$ cat src/rtl/card_io_pkg.sv
// Shared definitions for the interlock card I/O conditioning: channel map,
// default alarm latch mask and default filter timing for 2 ms sampling.
package card_io_pkg;

   localparam int N_CH_DEF = 16;

   // Field input channel assignment on the card connector
   localparam int CH_I_AN_HIGH     = 0;
   localparam int CH_I_G2_HIGH     = 1;
   localparam int CH_DC_PS         = 2;
   localparam int CH_U_AN_LOW      = 3;
   localparam int CH_CARD_POS      = 4;
   localparam int CH_EMERGENCY     = 5;
   localparam int CH_U_G2_LOW      = 6;
   localparam int CH_G2_PS_ACT     = 7;
   localparam int CH_DRAC_OVERTEMP = 8;
   localparam int CH_DR_AMP        = 9;

   // No channel latches unless the card configuration asks for it
   localparam logic [N_CH_DEF-1:0] DEF_LATCH_MASK = 16'h0000;

   // 1024 clocks per sample tick, 64 ticks of qualification
   localparam int DEF_FILT_LEN = 64;
   localparam int DEF_DIV      = 1024;

   // Integrator width able to hold 0..filt_len inclusive
   function automatic int cnt_width(input int filt_len);
      return $clog2(filt_len + 1);
   endfunction

endpackage

$ cat src/rtl/lpf_channel.sv
// One conditioning channel: 2-flop synchronizer, saturating up/down
// integrator with hysteresis, edge pulses and an optional sticky alarm latch.
module lpf_channel
   import card_io_pkg::*;
#(
   parameter int FILT_LEN = DEF_FILT_LEN,
   parameter bit LATCHING = 1'b0
) (
   input  logic clk,
   input  logic reset,
   input  logic tick,
   input  logic raw,
   input  logic clear_latch,
   output logic filt_out,
   output logic rise_pulse,
   output logic fall_pulse,
   output logic latched_out
);

   localparam int               CNT_W = cnt_width(FILT_LEN);
   localparam logic [CNT_W-1:0] FULL  = CNT_W'(FILT_LEN);

   logic             sync_p0;
   logic             sync_p1;
   logic [CNT_W-1:0] cnt;
   logic [CNT_W-1:0] cnt_nxt;
   logic             filt_nxt;
   logic             sticky;

   // Bring the asynchronous field level into the clock domain
   always_ff @(posedge clk or negedge reset) begin
      if (!reset) begin
         sync_p0 <= 1'b0;
         sync_p1 <= 1'b0;
      end else begin
         sync_p0 <= raw;
         sync_p1 <= sync_p0;
      end
   end

   // Saturating integrator step and hysteresis decision for this tick
   always_comb begin
      cnt_nxt  = cnt;
      filt_nxt = filt_out;
      if (tick) begin
         if (sync_p1 && (cnt < FULL)) begin
            cnt_nxt = cnt + CNT_W'(1);
         end else if (!sync_p1 && (cnt != '0)) begin
            cnt_nxt = cnt - CNT_W'(1);
         end
      end
      if (cnt_nxt == FULL) begin
         filt_nxt = 1'b1;
      end else if (cnt_nxt == '0) begin
         filt_nxt = 1'b0;
      end
   end

   // Integrator state, filtered level and edge pulses coincident with it
   always_ff @(posedge clk or negedge reset) begin
      if (!reset) begin
         cnt        <= '0;
         filt_out   <= 1'b0;
         rise_pulse <= 1'b0;
         fall_pulse <= 1'b0;
      end else begin
         cnt        <= cnt_nxt;
         filt_out   <= filt_nxt;
         rise_pulse <= filt_nxt & ~filt_out;
         fall_pulse <= ~filt_nxt & filt_out;
      end
   end

   // Sticky alarm: set by a rise, cleared by operator only once the level is gone
   always_ff @(posedge clk or negedge reset) begin
      if (!reset) begin
         sticky <= 1'b0;
      end else begin
         sticky <= LATCHING & (rise_pulse | (sticky & ~(clear_latch & ~filt_out)));
      end
   end

   assign latched_out = filt_out | sticky;

endmodule

$ cat src/rtl/input_lpf_bank.sv
// Input conditioning bank: shared sample-tick prescaler, N_CH filtered
// channels and a registered summary of all latching alarm channels.
module input_lpf_bank
   import card_io_pkg::*;
#(
   parameter int              N_CH       = N_CH_DEF,
   parameter int              FILT_LEN   = DEF_FILT_LEN,
   parameter int              DIV        = DEF_DIV,
   parameter logic [N_CH-1:0] LATCH_MASK = N_CH'(DEF_LATCH_MASK)
) (
   input  logic            clk,
   input  logic            reset,
   input  logic            en,
   input  logic [N_CH-1:0] raw_in,
   input  logic            clear_latch,
   output logic [N_CH-1:0] filt_out,
   output logic [N_CH-1:0] rise_pulse,
   output logic [N_CH-1:0] fall_pulse,
   output logic [N_CH-1:0] latched_out,
   output logic            any_alarm,
   output logic            tick
);

   localparam int               PRE_W = (DIV > 1) ? $clog2(DIV) : 1;
   localparam logic [PRE_W-1:0] LAST  = PRE_W'(DIV - 1);

   logic [PRE_W-1:0] pre_cnt;
   logic [PRE_W-1:0] pre_nxt;

   // Next prescaler count, wrapping after DIV-1
   always_comb begin
      pre_nxt = (pre_cnt == LAST) ? '0 : pre_cnt + PRE_W'(1);
   end

   // Prescaler and tick strobe; tick is high while the count sits at DIV-1.
   // Integrators step on the registered tick, so a tick already issued when
   // en drops is still consumed and pausing shifts qualification exactly.
   always_ff @(posedge clk or negedge reset) begin
      if (!reset) begin
         pre_cnt <= '0;
         tick    <= 1'b0;
      end else if (en) begin
         pre_cnt <= pre_nxt;
         tick    <= (pre_nxt == LAST);
      end else begin
         tick    <= 1'b0;
      end
   end

   for (genvar i = 0; i < N_CH; i++) begin : g_ch
      lpf_channel #(
         .FILT_LEN (FILT_LEN),
         .LATCHING (LATCH_MASK[i])
      ) u_ch (
         .clk         (clk),
         .reset       (reset),
         .tick        (tick),
         .raw         (raw_in[i]),
         .clear_latch (clear_latch),
         .filt_out    (filt_out[i]),
         .rise_pulse  (rise_pulse[i]),
         .fall_pulse  (fall_pulse[i]),
         .latched_out (latched_out[i])
      );
   end

   // Summary alarm over latching channels, one cycle behind latched_out
   always_ff @(posedge clk or negedge reset) begin
      if (!reset) begin
         any_alarm <= 1'b0;
      end else begin
         any_alarm <= |(latched_out & LATCH_MASK);
      end
   end

endmodule

$ cat config.mk
export PLATFORM = sky130hd
export DESIGN_NAME = input_lpf_bank
export DESIGN_NICKNAME = d
export VERILOG_FILES = /design/src/rtl/card_io_pkg.sv /design/src/rtl/lpf_channel.sv /design/src/rtl/input_lpf_bank.sv
export SDC_FILE = /design/constraint.sdc
export NUM_CORES = 1
export LEC_CHECK = 0
export ABC_AREA = 0
export CORE_UTILIZATION = 55
export CTS_BUF_LIST = sky130_fd_sc_hd__clkbuf_4
export DETAILED_ROUTE_END_ITERATION = 16
export GPL_TIMING_DRIVEN = 0
export PLACE_DENSITY = 0.75
export SYNTH_ARGS = -nofsm -noshare
export SYNTH_HDL_FRONTEND = slang
export SYNTH_SLANG_ARGS = --single-unit
export TNS_END_PERCENT = 10
$ cat constraint.sdc
create_clock -name clk -period 7.6 [get_ports clk]
set_clock_uncertainty 0.2 [all_clocks]
set_input_delay 1.14 -clock clk [delete_from_list [all_inputs] [get_ports clk]]
set_output_delay 1.14 -clock clk [all_outputs]
set_load 0.005 [all_outputs]
* After elaboration in Yosys (flattened, before gate mapping)
Index checks and enable logic that the tools add are counted.
** Operators by class
- Add/subtract/negate cells :: 33
- Order comparisons :: 16
- Equal/unequal tests :: 18
- Mux-type cells :: 82
- Bitwise operators :: 64
- Reduce and logical (&&, ||, !) cells :: 80
** Operators by type and width (count)
- two-way mux 7 bit :: 48
- adder 7 x 1 -> 7 bit, second input constant :: 16
- equality test 7 bit, second input constant :: 16
- logical NOT 7 bit :: 16
- less-than comparator 7 bit, second input constant :: 16
- nonzero test 7 bit :: 16
- subtractor 7 x 1 -> 7 bit, second input constant :: 16
- two-way mux 1 bit :: 33
- AND 1 bit :: 32
- logical AND 1 bit :: 32
- NOT 1 bit :: 32
- equality test 10 bit, second input constant :: 2
- logical NOT 1 bit :: 16
- adder 10 x 1 -> 10 bit, second input constant :: 1
- two-way mux 10 bit :: 1
** Storage, ports and cells
- Flip-flop bits (word level) :: 203
- Input bits :: 20
- Output and inout port bits :: 66
- Logic and storage cells :: 391

* Depth between registers and ports, before layout
Gate-level depths: netlist of the first run.
- Depth after elaboration :: 10
- Depth in mapped cells :: 10

* Hierarchy
A second synthesis of the first run with hierarchy kept.
** Second synthesis, totals
- Cells, all modules :: 1221
- Area, all modules :: 12839.8 um^2
** By module, submodules not included
- lpf_channel (g_ch[10].u_ch ...) :: instances 15, cells each 71, area each 758.2 um^2, sequential area each 300.3 um^2
- lpf_channel (g_ch[0].u_ch) :: instances 1, cells each 87, area each 828.3 um^2, sequential area each 300.3 um^2
- input_lpf_bank :: instances 1, cells each 69, area each 638.1 um^2, sequential area each 275.3 um^2

* Least setup slack after synthesis of the first run
OpenSTA, ideal clock, no wires.
- Path kind :: flip-flop to flip-flop
- Start point :: reg g_ch[10].u_ch.cnt[2]
- End point :: reg g_ch[10].u_ch.filt_out
- Arrival time :: 2.492 ns
- Setup slack :: 4.781 ns
- Cell stages (with the launch flop) :: 9
- Path buffers :: 1
- Period minus slack after synthesis :: 2.819 ns
- Cells stage by stage :: dfrtp_1 buf_2 or4_4 o311ai_2 a21oi_1 xor2_1 or3_4 nor4_4 mux2_1
** On the way
- Longest elaborated chain between the ends :: 8
- Elaborated cells on any way between the ends :: 13
** RTL lines
- start: declaration :: line lpf_channel.sv:25 : logic [CNT_W-1:0] cnt;
- start signal: assignment :: line lpf_channel.sv:67 : cnt <= cnt_nxt;
- parallel branches: the longest is 3 deep, another holds subtractor 7 x 1 -> 7 bit
- two-way mux 7 bit (*) :: line lpf_channel.sv:46 : if (sync_p1 && (cnt < FULL)) begin
- two-way mux 7 bit (*) :: line lpf_channel.sv:45 : if (tick) begin
- net g_ch[10].u_ch.cnt_nxt[5] :: line lpf_channel.sv:26 : logic [CNT_W-1:0] cnt_nxt;
- logical NOT 7 bit :: line lpf_channel.sv:54 : end else if (cnt_nxt == '0) begin
- two-way mux 1 bit :: line lpf_channel.sv:54
- two-way mux 1 bit (*) :: line lpf_channel.sv:52 : if (cnt_nxt == FULL) begin
- net g_ch[10].u_ch.filt_nxt :: line lpf_channel.sv:27 : logic filt_nxt;
- end signal: assignment :: line lpf_channel.sv:68 : filt_out <= filt_nxt;
- end: declaration :: line lpf_channel.sv:14 : output logic filt_out,
Mark *: on every way through the listed nets, which the timed path passes.
A chain may end at the register's enable or synchronous reset.

* Worst setup path in the final report of the first run
- Start point :: reg tick
- End point :: reg g_ch[6].u_ch.filt_out
** On the way
- Longest elaborated chain between the ends :: 4
- Elaborated cells on any way between the ends :: 5
** RTL lines
- start: declaration :: line input_lpf_bank.sv:21 : output logic tick
- start signal: assignment :: line input_lpf_bank.sv:44 : tick <= (pre_nxt == LAST);
- two-way mux 7 bit (*) :: line lpf_channel.sv:45
- net g_ch[6].u_ch.cnt_nxt[2] :: line lpf_channel.sv:26
- logical NOT 7 bit :: line lpf_channel.sv:54
- two-way mux 1 bit :: line lpf_channel.sv:54
- two-way mux 1 bit (*) :: line lpf_channel.sv:52
- net g_ch[6].u_ch.filt_nxt :: line lpf_channel.sv:27
- end signal: assignment :: line lpf_channel.sv:68
- end: declaration :: line lpf_channel.sv:14
The timed path passes the listed nets; every way through them passes the cells marked *.

==> parameters.txt, run 1 <==
Parameter                              Value

Worst setup path
  Data required time of the worst path ... approximately 8 ns
  Capturing element type of the critical path ... flip-flop
  Most used cell, CP ... sky130_fd_sc_hd__buf_2
  Kind of critical path ... flip-flop to flip-flop
  Signal arrival time at the worst endpoint ... approximately 4.4 ns
  Family with the most delay on the worst path ... buffers and inverters
  Buffer and inverter count on the worst path ... 4
  Crit-path max FO ... 10
  Worst path max stage delay ... 0.64 ns
  Slowest stage cell on the critical path ... sky130_fd_sc_hd__clkbuf_1
  CP cell instances ... buf_2, buf_2, buf_1, clkbuf_1, o21ai_0, xnor2_1, nor4b_1, mux2_2
  Crit start category ... flip-flop

Job
  Max-cap violation count ... 0

Routing
  Detailed-route DRC error count ... 0
  Wirelength, routed ... approximately 25000 microns
  Drt pass-1 iters ... 5
  First DRT Iteration DRCs ... around 460
  Vias per cell ... 5.66
  WL/cell ... 14.8 microns
  Antenna Nets Post-Route ... 0
  Vias post-DR ... 9574

Run status
  Status ... finished clean

Floorplan
  Initial core utilization ... a little under three fifths
  Die outline height ... 150 microns
  Number of top-level pins ... between 80 and 90
  Full die area ... ~22000 sq um
  Core area ... approximately 21000 sq um
  Chip width ... between 100 and 150 microns
  Cell row count ... 53

Logic synthesis
  Ys async rst share ... between 90% and 100%
  Post-synthesis share of cell area spent on xor and xnor gates ... between 6 and 7%
  Number of flip-flops and latches in the synthesized netlist ... roughly 200
  Post-synthesis area per instance ... slightly below 10 sq um
  Combined area of all synthesized cells ... between 10000 and 15000 sq um
  Adder-Cell Fraction of Synth Area ... 5.22%
  Synth Flop Type ... sky130_fd_sc_hd__dfrtp_1
  Number of distinct library cell variants in the gate-level netlist after synthesis ... 87
  Post-synth EDFFs ... 0
  Leading post-synthesis cells by cell area ... sky130_fd_sc_hd__dfrtp_1 42%, sky130_fd_sc_hd__ha_1 5.2%, sky130_fd_sc_hd__xnor2_1 4.6%
  Cell taking the most area after synthesis ... sky130_fd_sc_hd__dfrtp_1
  Area fraction in and, or, nand and nor cells after synthesis ... 21.8%
  Largest family of logic cells by synthesized area ... simple AND/OR/NAND/NOR gates
  Top-area cell type share of the netlist area ... a little over two fifths
  Synth Instances ... roughly 1.2k
  Synthesized Nets ... between 1k and 1.5k
  Area fraction in compound gates after synthesis ... between 10% and 20%
  Mux cell area share after synthesis ... about 2.8%
  Number of warnings issued by yosys ... 0
  Sequential fraction of the synthesis area ... between 40 and 50%

Finish
  Post-synthesis to final-layout area growth ... 15.5%
  Final Non-Filler Cells ... 1692
  Ratio of cells with drive above 1 in the final layout ... 14.8%
  Commonest cells after routing, fill and taps aside ... 203 x sky130_fd_sc_hd__dfrtp_1, 84 x sky130_fd_sc_hd__nand2_1, 82 x sky130_fd_sc_hd__clkdlybuf4s50_1, 73 x sky130_fd_sc_hd__clkbuf_4, 65 x sky130_fd_sc_hd__buf_4
  Net count reported at finish ... between 1k and 1.5k
  Most common cell after layout, fill and taps aside ... sky130_fd_sc_hd__dfrtp_1

Timing
  Setup Total Neg Slack ... 0 ns
  Hold Violations, Final ... 0
  Final setup violation count ... 0
  Final critical-path required period ... roughly 4 ns
  Max-Slew Margin vs Limit ... a little under a third
  Final number of max-transition violations ... 0
  Final critical-path share of the clock period ... between 50 and 60%
  Max Clk Rate ... 249 MHz
  Hold Slack ... roughly 0.14 ns
  Unrepaired setup endpoints after global routing ... no
  Worst Tran Pin Value ... roughly 1 ns

Clocking
  Buffer levels on the longest clock path ... 3
  Clock insertion delay at the later pin of the skew report ... approximately 0.68 ns
  Post CTS Setup Buffer Count ... 0
  Register clock-pin slew on the reported worst setup and hold paths ... ~0.07 ns
  Quantity of gates resized following cts ... 0
  Number of levels in the clock H-tree ... 2
  Count of clock tree sinks ... just over 200
  CTS buffer count ... 56
  Hold bufs inserted after CTS ... 0
  TritonCTS clock tree ... built
  Clock Tree Root ... sky130_fd_sc_hd__clkbuf_4

Global route
  Maximum number of pins on one net before global-route repair ... 106
  Overflow left after global routing ... 0
  Via count of the first global-routing pass ... approximately 9.1k
  Antenna violations before repair ... 1
  Overall track demand over capacity in global routing ... a little under a quarter
  First-pass GRT wire length ... between 40000 and 50000 microns

Power
  Power per standard cell area ... ~150 nW/um^2
  Static power due to leakage ... about 0.0065 uW
  Worst-case vdd ir drop ... around 110 uV
  Power consumption ... 2130 uW

Place
  Post-detail-place hpwl ... 17300 microns
  GP Congestion ... around 0.89
  PortBufs ... 83
  Cell count after placement ... ~1.6k

Worst hold path
  Class of the tightest hold or removal check ... flip-flop to flip-flop
## area by class of cell
type | instances | area (sq um)
antenna | 1 | 2.50
buffer | 113 | 708
clock buffer | 73 | 548
clock inverter | 24 | 97.6
fill | 1779 | 7380
inverter | 63 | 236
multi-input combinational | 856 | 5960
sequential | 203 | 5080
tap | 275 | 344
timing repair buffer | 84 | 863
## through the flow
stage	area (sq um)	utilization, %	setup slack [ns]
6_report	13800	65.2	3.59
5_1_grt	13800	65.2	3.36
4_1_cts	13800	65.2	3.53
3_5_place_dp	13200	62.1	3.56
3_3_place_gp	13200	62.0	-3.27
2_1_floorplan	12000	-	4.78
## worst paths after layout
path | slack (ns) | cells past startpoint | from | endpoint
min | 0.14 | 0 | g_ch[7].u_ch.sync_p0 | g_ch[7].u_ch.sync_p1
max reg2reg | 3.59 | 8 | tick | g_ch[6].u_ch.filt_out
min reg2reg | 0.14 | 0 | g_ch[7].u_ch.sync_p0 | g_ch[7].u_ch.sync_p1
max in group asynchronous | 5.97 | 2 | reset | g_ch[8].u_ch.sync_p0
min in group asynchronous | 0.29 | 1 | reset | g_ch[7].u_ch.cnt[5]
max | 3.59 | 8 | tick | g_ch[6].u_ch.filt_out
## power by group
part	internal (uW)	total [uW]	switching [uW]
combinational	43.1	109	65.9
sequential	1100	1120	20.4
clock	448	897	449
## kinds of logic (layout without fill, tap and decap cells)
family	after synthesis	in the layout
buf+inv	176	357
simple gates	456	456
flops	203	203
xor+xnor	92	92
fa+ha+maj	50	50
mux	30	30
other cells	1	2
compound gates	227	227
## state kept, by name, indices dropped and copies added (netlist names)
register	count
g_ch.u_ch.sync_p1	16
g_ch.u_ch.filt_out	16
g_ch.u_ch.rise_pulse	16
pre_cnt	10
g_ch.u_ch.sync_p0	16
g_ch.u_ch.cnt	112
tick	1
g_ch.u_ch.fall_pulse	16
## synth_stat cells (24+ instances only)
cell type and number:
sky130_fd_sc_hd__dfrtp_1 203, sky130_fd_sc_hd__nand2_1 84, sky130_fd_sc_hd__buf_4 65, sky130_fd_sc_hd__inv_1 63, sky130_fd_sc_hd__xnor2_1 63, sky130_fd_sc_hd__nor2_1 56
sky130_fd_sc_hd__a21oi_1 51, sky130_fd_sc_hd__ha_1 50, sky130_fd_sc_hd__nand3_1 50, sky130_fd_sc_hd__nor3_1 50, sky130_fd_sc_hd__o21ai_0 44, sky130_fd_sc_hd__nor2b_1 32
sky130_fd_sc_hd__nand2b_1 31, sky130_fd_sc_hd__clkbuf_1 29, sky130_fd_sc_hd__xor2_1 29, sky130_fd_sc_hd__nor4_1 24
## layer usage
metal	part of all wire (%)	GRT usage, %	vias to the layer above
met5	0	0	-
met4	2.8	10.6	0
met3	5.4	4.36	60
met2	47	36.9	273
met1	45	30.9	4570
li1	-	-	4671
Note: power is estimated with default switching activity, not from simulation.
==> inputs of run 2 (changes only) <==
Settings changed: PLACE_DENSITY 0.75 to 0.78.
Clock period 7.6 ns to 3.25 ns, I/O delays scaled along.
==> run 2 against run 1 <==
Clock power grew to 2.6 times the previous value; combinational power grew 140%; maximum frequency grew 30%; global-route usage grew 0.56 points; worst setup slack lost 3.4 ns; power grew 150%; die area is the same; sequential cell count is the same; cell count grew 0.41%; first-iteration DRC count grew 31%; cell area grew 1.6%; worst hold slack lost 0.081 ns; highest routed layer unchanged.
==> parameters.txt, run 2 (synthesis gave the netlist of run 1 again) <==
Parameter                              Value

Finish
  Number of flip-flops in the largest register ... 112 (unchanged)
  Net count reported at finish ... 1454 (+0.48%)
  Commonest cells after routing, fill and taps aside ... 203 x sky130_fd_sc_hd__dfrtp_1, 88 x sky130_fd_sc_hd__clkbuf_4, 84 x sky130_fd_sc_hd__nand2_1, 82 x sky130_fd_sc_hd__clkdlybuf4s50_1, 66 x sky130_fd_sc_hd__buf_4
  Post-synthesis to final-layout area growth ... 17.3%
  Final cell area excluding filler cells ... 14100 sq um (+1.6%)
  Ratio of cells with drive above 1 in the final layout ... 16.0% (+1.1 points)
  Most common cell after layout, fill and taps aside ... sky130_fd_sc_hd__dfrtp_1
  Largest register by flop count ... g_ch.u_ch.cnt

Worst setup path
  Start of the worst register-to-register path ... g_ch[4].u_ch.cnt[2]
  Crit start category ... flip-flop
  Crit-path max FO ... 7 (-3)
  Worst setup path startpoint ... g_ch[4].u_ch.cnt[2]
  Kind of critical path ... flip-flop to flip-flop
  Signal arrival time at the worst endpoint ... 3.43 ns (-0.92 ns)
  Data required time of the worst path ... 3.59 ns (-4.34 ns)
  Capturing element type of the critical path ... flip-flop

Floorplan
  Die outline height ... 150 microns (unchanged)
  Chip width ... 150 microns (unchanged)
  Initial core utilization ... 56.5% (unchanged)
  Cell row count ... 53 (unchanged)
  Core area ... 21200 sq um (unchanged)
  Number of top-level pins ... 86 (unchanged)
  Full die area ... 22400 sq um (unchanged)

Clocking
  Count of clock tree sinks ... 203 (unchanged)
  Buffer levels on the longest clock path ... 3 (unchanged)
  Number of levels in the clock H-tree ... 2 (unchanged)
  CTS buffer count ... 54 (-3.6%)
  TritonCTS clock tree ... built
  Clock Tree Root ... sky130_fd_sc_hd__clkbuf_4
  Register clock-pin slew on the reported worst setup and hold paths ... 0.06 ns (about the same)
  Clock insertion delay at the later pin of the skew report ... 0.70 ns (+0.02 ns)

Timing
  Final critical-path share of the clock period ... 95.2% (+42 points)
  Final setup slack of the worst path ... 0.157 ns (-3.43 ns)
  Unrepaired setup endpoints after global routing ... no
  Final number of max-transition violations ... 0 (unchanged)
  Setup Total Neg Slack ... 0 ns (unchanged)
  Max-Slew Margin vs Limit ... 35.6% (+3.8 points)
  Hold Violations, Final ... 0 (unchanged)
  Worst Tran Pin Value ... 0.954 ns (-0.0570 ns)
  Final critical-path required period ... 3.09 ns (-0.922 ns)
  Max Clk Rate ... 323 MHz (+30%)
  Hold Slack ... 0.0622 ns (-0.0814 ns)
  Final setup violation count ... 0 (unchanged)

Routing
  Vias post-DR ... 9674 (+1.0%)
  WL/cell ... 15.1 microns (+1.9%)
  Drt pass-1 iters ... 5 (unchanged)
  Detailed-route DRC error count ... 0 (unchanged)
  Wirelength, routed ... 25600 microns (+2.3%)
  Vias per cell ... 5.69 (+0.63%)
  Antenna Nets Post-Route ... 0 (unchanged)
  First DRT Iteration DRCs ... 607 (+31%)

Global route
  Overflow left after global routing ... 0 (unchanged)
  Overall track demand over capacity in global routing ... 23.8% (+0.56 points)
  Via count of the first global-routing pass ... 9189 (+1.1%)
  First-pass GRT wire length ... 43200 microns (+2.1%)
  Antenna violations before repair ... 1 (unchanged)
  Maximum number of pins on one net before global-route repair ... 122 (+15%)

Place
  Placement-stage worst setup slack ... -0.719 ns (-4.28 ns)
  PortBufs ... 83 (unchanged)
  Post-detail-place hpwl ... 17600 microns (+1.6%)
  GP Congestion ... 0.926 (+4.1%)
  Cell area reported after detailed placement ... 13200 sq um (unchanged)

Power
  Power consumption ... 5230 uW (+150%)
  Static power due to leakage ... 0.00661 uW (+1.6%)
  Worst-case vdd ir drop ... 305 uV (+170%)
  Power per standard cell area ... 372 nW/um^2 (+140%)

Worst hold path
  Class of the tightest hold or removal check ... input pin to flip-flop
  Launch point of the worst hold path ... raw_in[14]

Run status
  Status ... finished clean

Job
  Max-cap violation count ... 0 (unchanged)
run 2: path summary, 6_finish.rpt:
kind                                          to  slack [ns]  cells past startpoint
hold / removal             g_ch[14].u_ch.sync_p0        0.06                      1
max in group asynchronous   g_ch[6].u_ch.sync_p1        1.62                      3
min in group asynchronous  g_ch[7].u_ch.filt_out        0.30                      2
setup / recovery           g_ch[4].u_ch.filt_out        0.16                      7
hold reg to reg             g_ch[4].u_ch.sync_p1        0.13                      0
setup reg to reg           g_ch[4].u_ch.filt_out        0.16                      7
run 2: final cells by class:
class                           count  area, sq um
Fill cell                        1725         7160
Multi-Input combinational cell    856         5980
Sequential cell                   203         5080
Timing Repair Buffer               94          963
Buffer                            112          733
Clock buffer                       81          608
Tap cell                          275          344
Inverter                           63          236
Clock inverter                     14          109
Antenna cell                        1         2.50
run 2: routing by layer:
metal	vias to the layer above	global-route usage, %	routed length [microns]
li1	4702	-	-
met1	4655	30.9	11300
met2	263	39.1	12400
met3	54	4.85	1360
met4	0	9.49	597
met5	-	0	0
run 2: through the flow:
| stage | std cells | utilization [%] |
|---|---|---|
| global placement | 1593 | 62.0 |
| detailed placement | 1594 | 62.1 |
| finish | 1699 | 66.3 |
| floorplan | 1235 | - |
| global route | 1699 | 66.3 |
| CTS | 1696 | 66.0 |
run 2: power breakdown:
group          total, uW  switching [uW]  leakage [uW]  internal (uW)
clock network       2350            1060      0.000427           1290
registers           2620            49.3       0.00275           2580
logic                262             153       0.00343            109
total               5230            1260       0.00661           3970
run 2: worst max-delay path, stage by stage (launching register included):
cell,delay (ns)
sky130_fd_sc_hd__dfrtp_1,0.36
sky130_fd_sc_hd__clkbuf_1,0.18
sky130_fd_sc_hd__or4_1,0.60
sky130_fd_sc_hd__nor2_1,0.30
sky130_fd_sc_hd__o22ai_1,0.21
sky130_fd_sc_hd__a2111o_1,0.39
sky130_fd_sc_hd__a2111o_1,0.42
sky130_fd_sc_hd__mux2_1,0.32
run 2: repair_timing:
item,in CTS,in global routing
hold endpoints to repair,127,2
buffers inserted,0,0
hold buffers,8,2
gates resized for setup,10,12
setup endpoints to repair,62,7
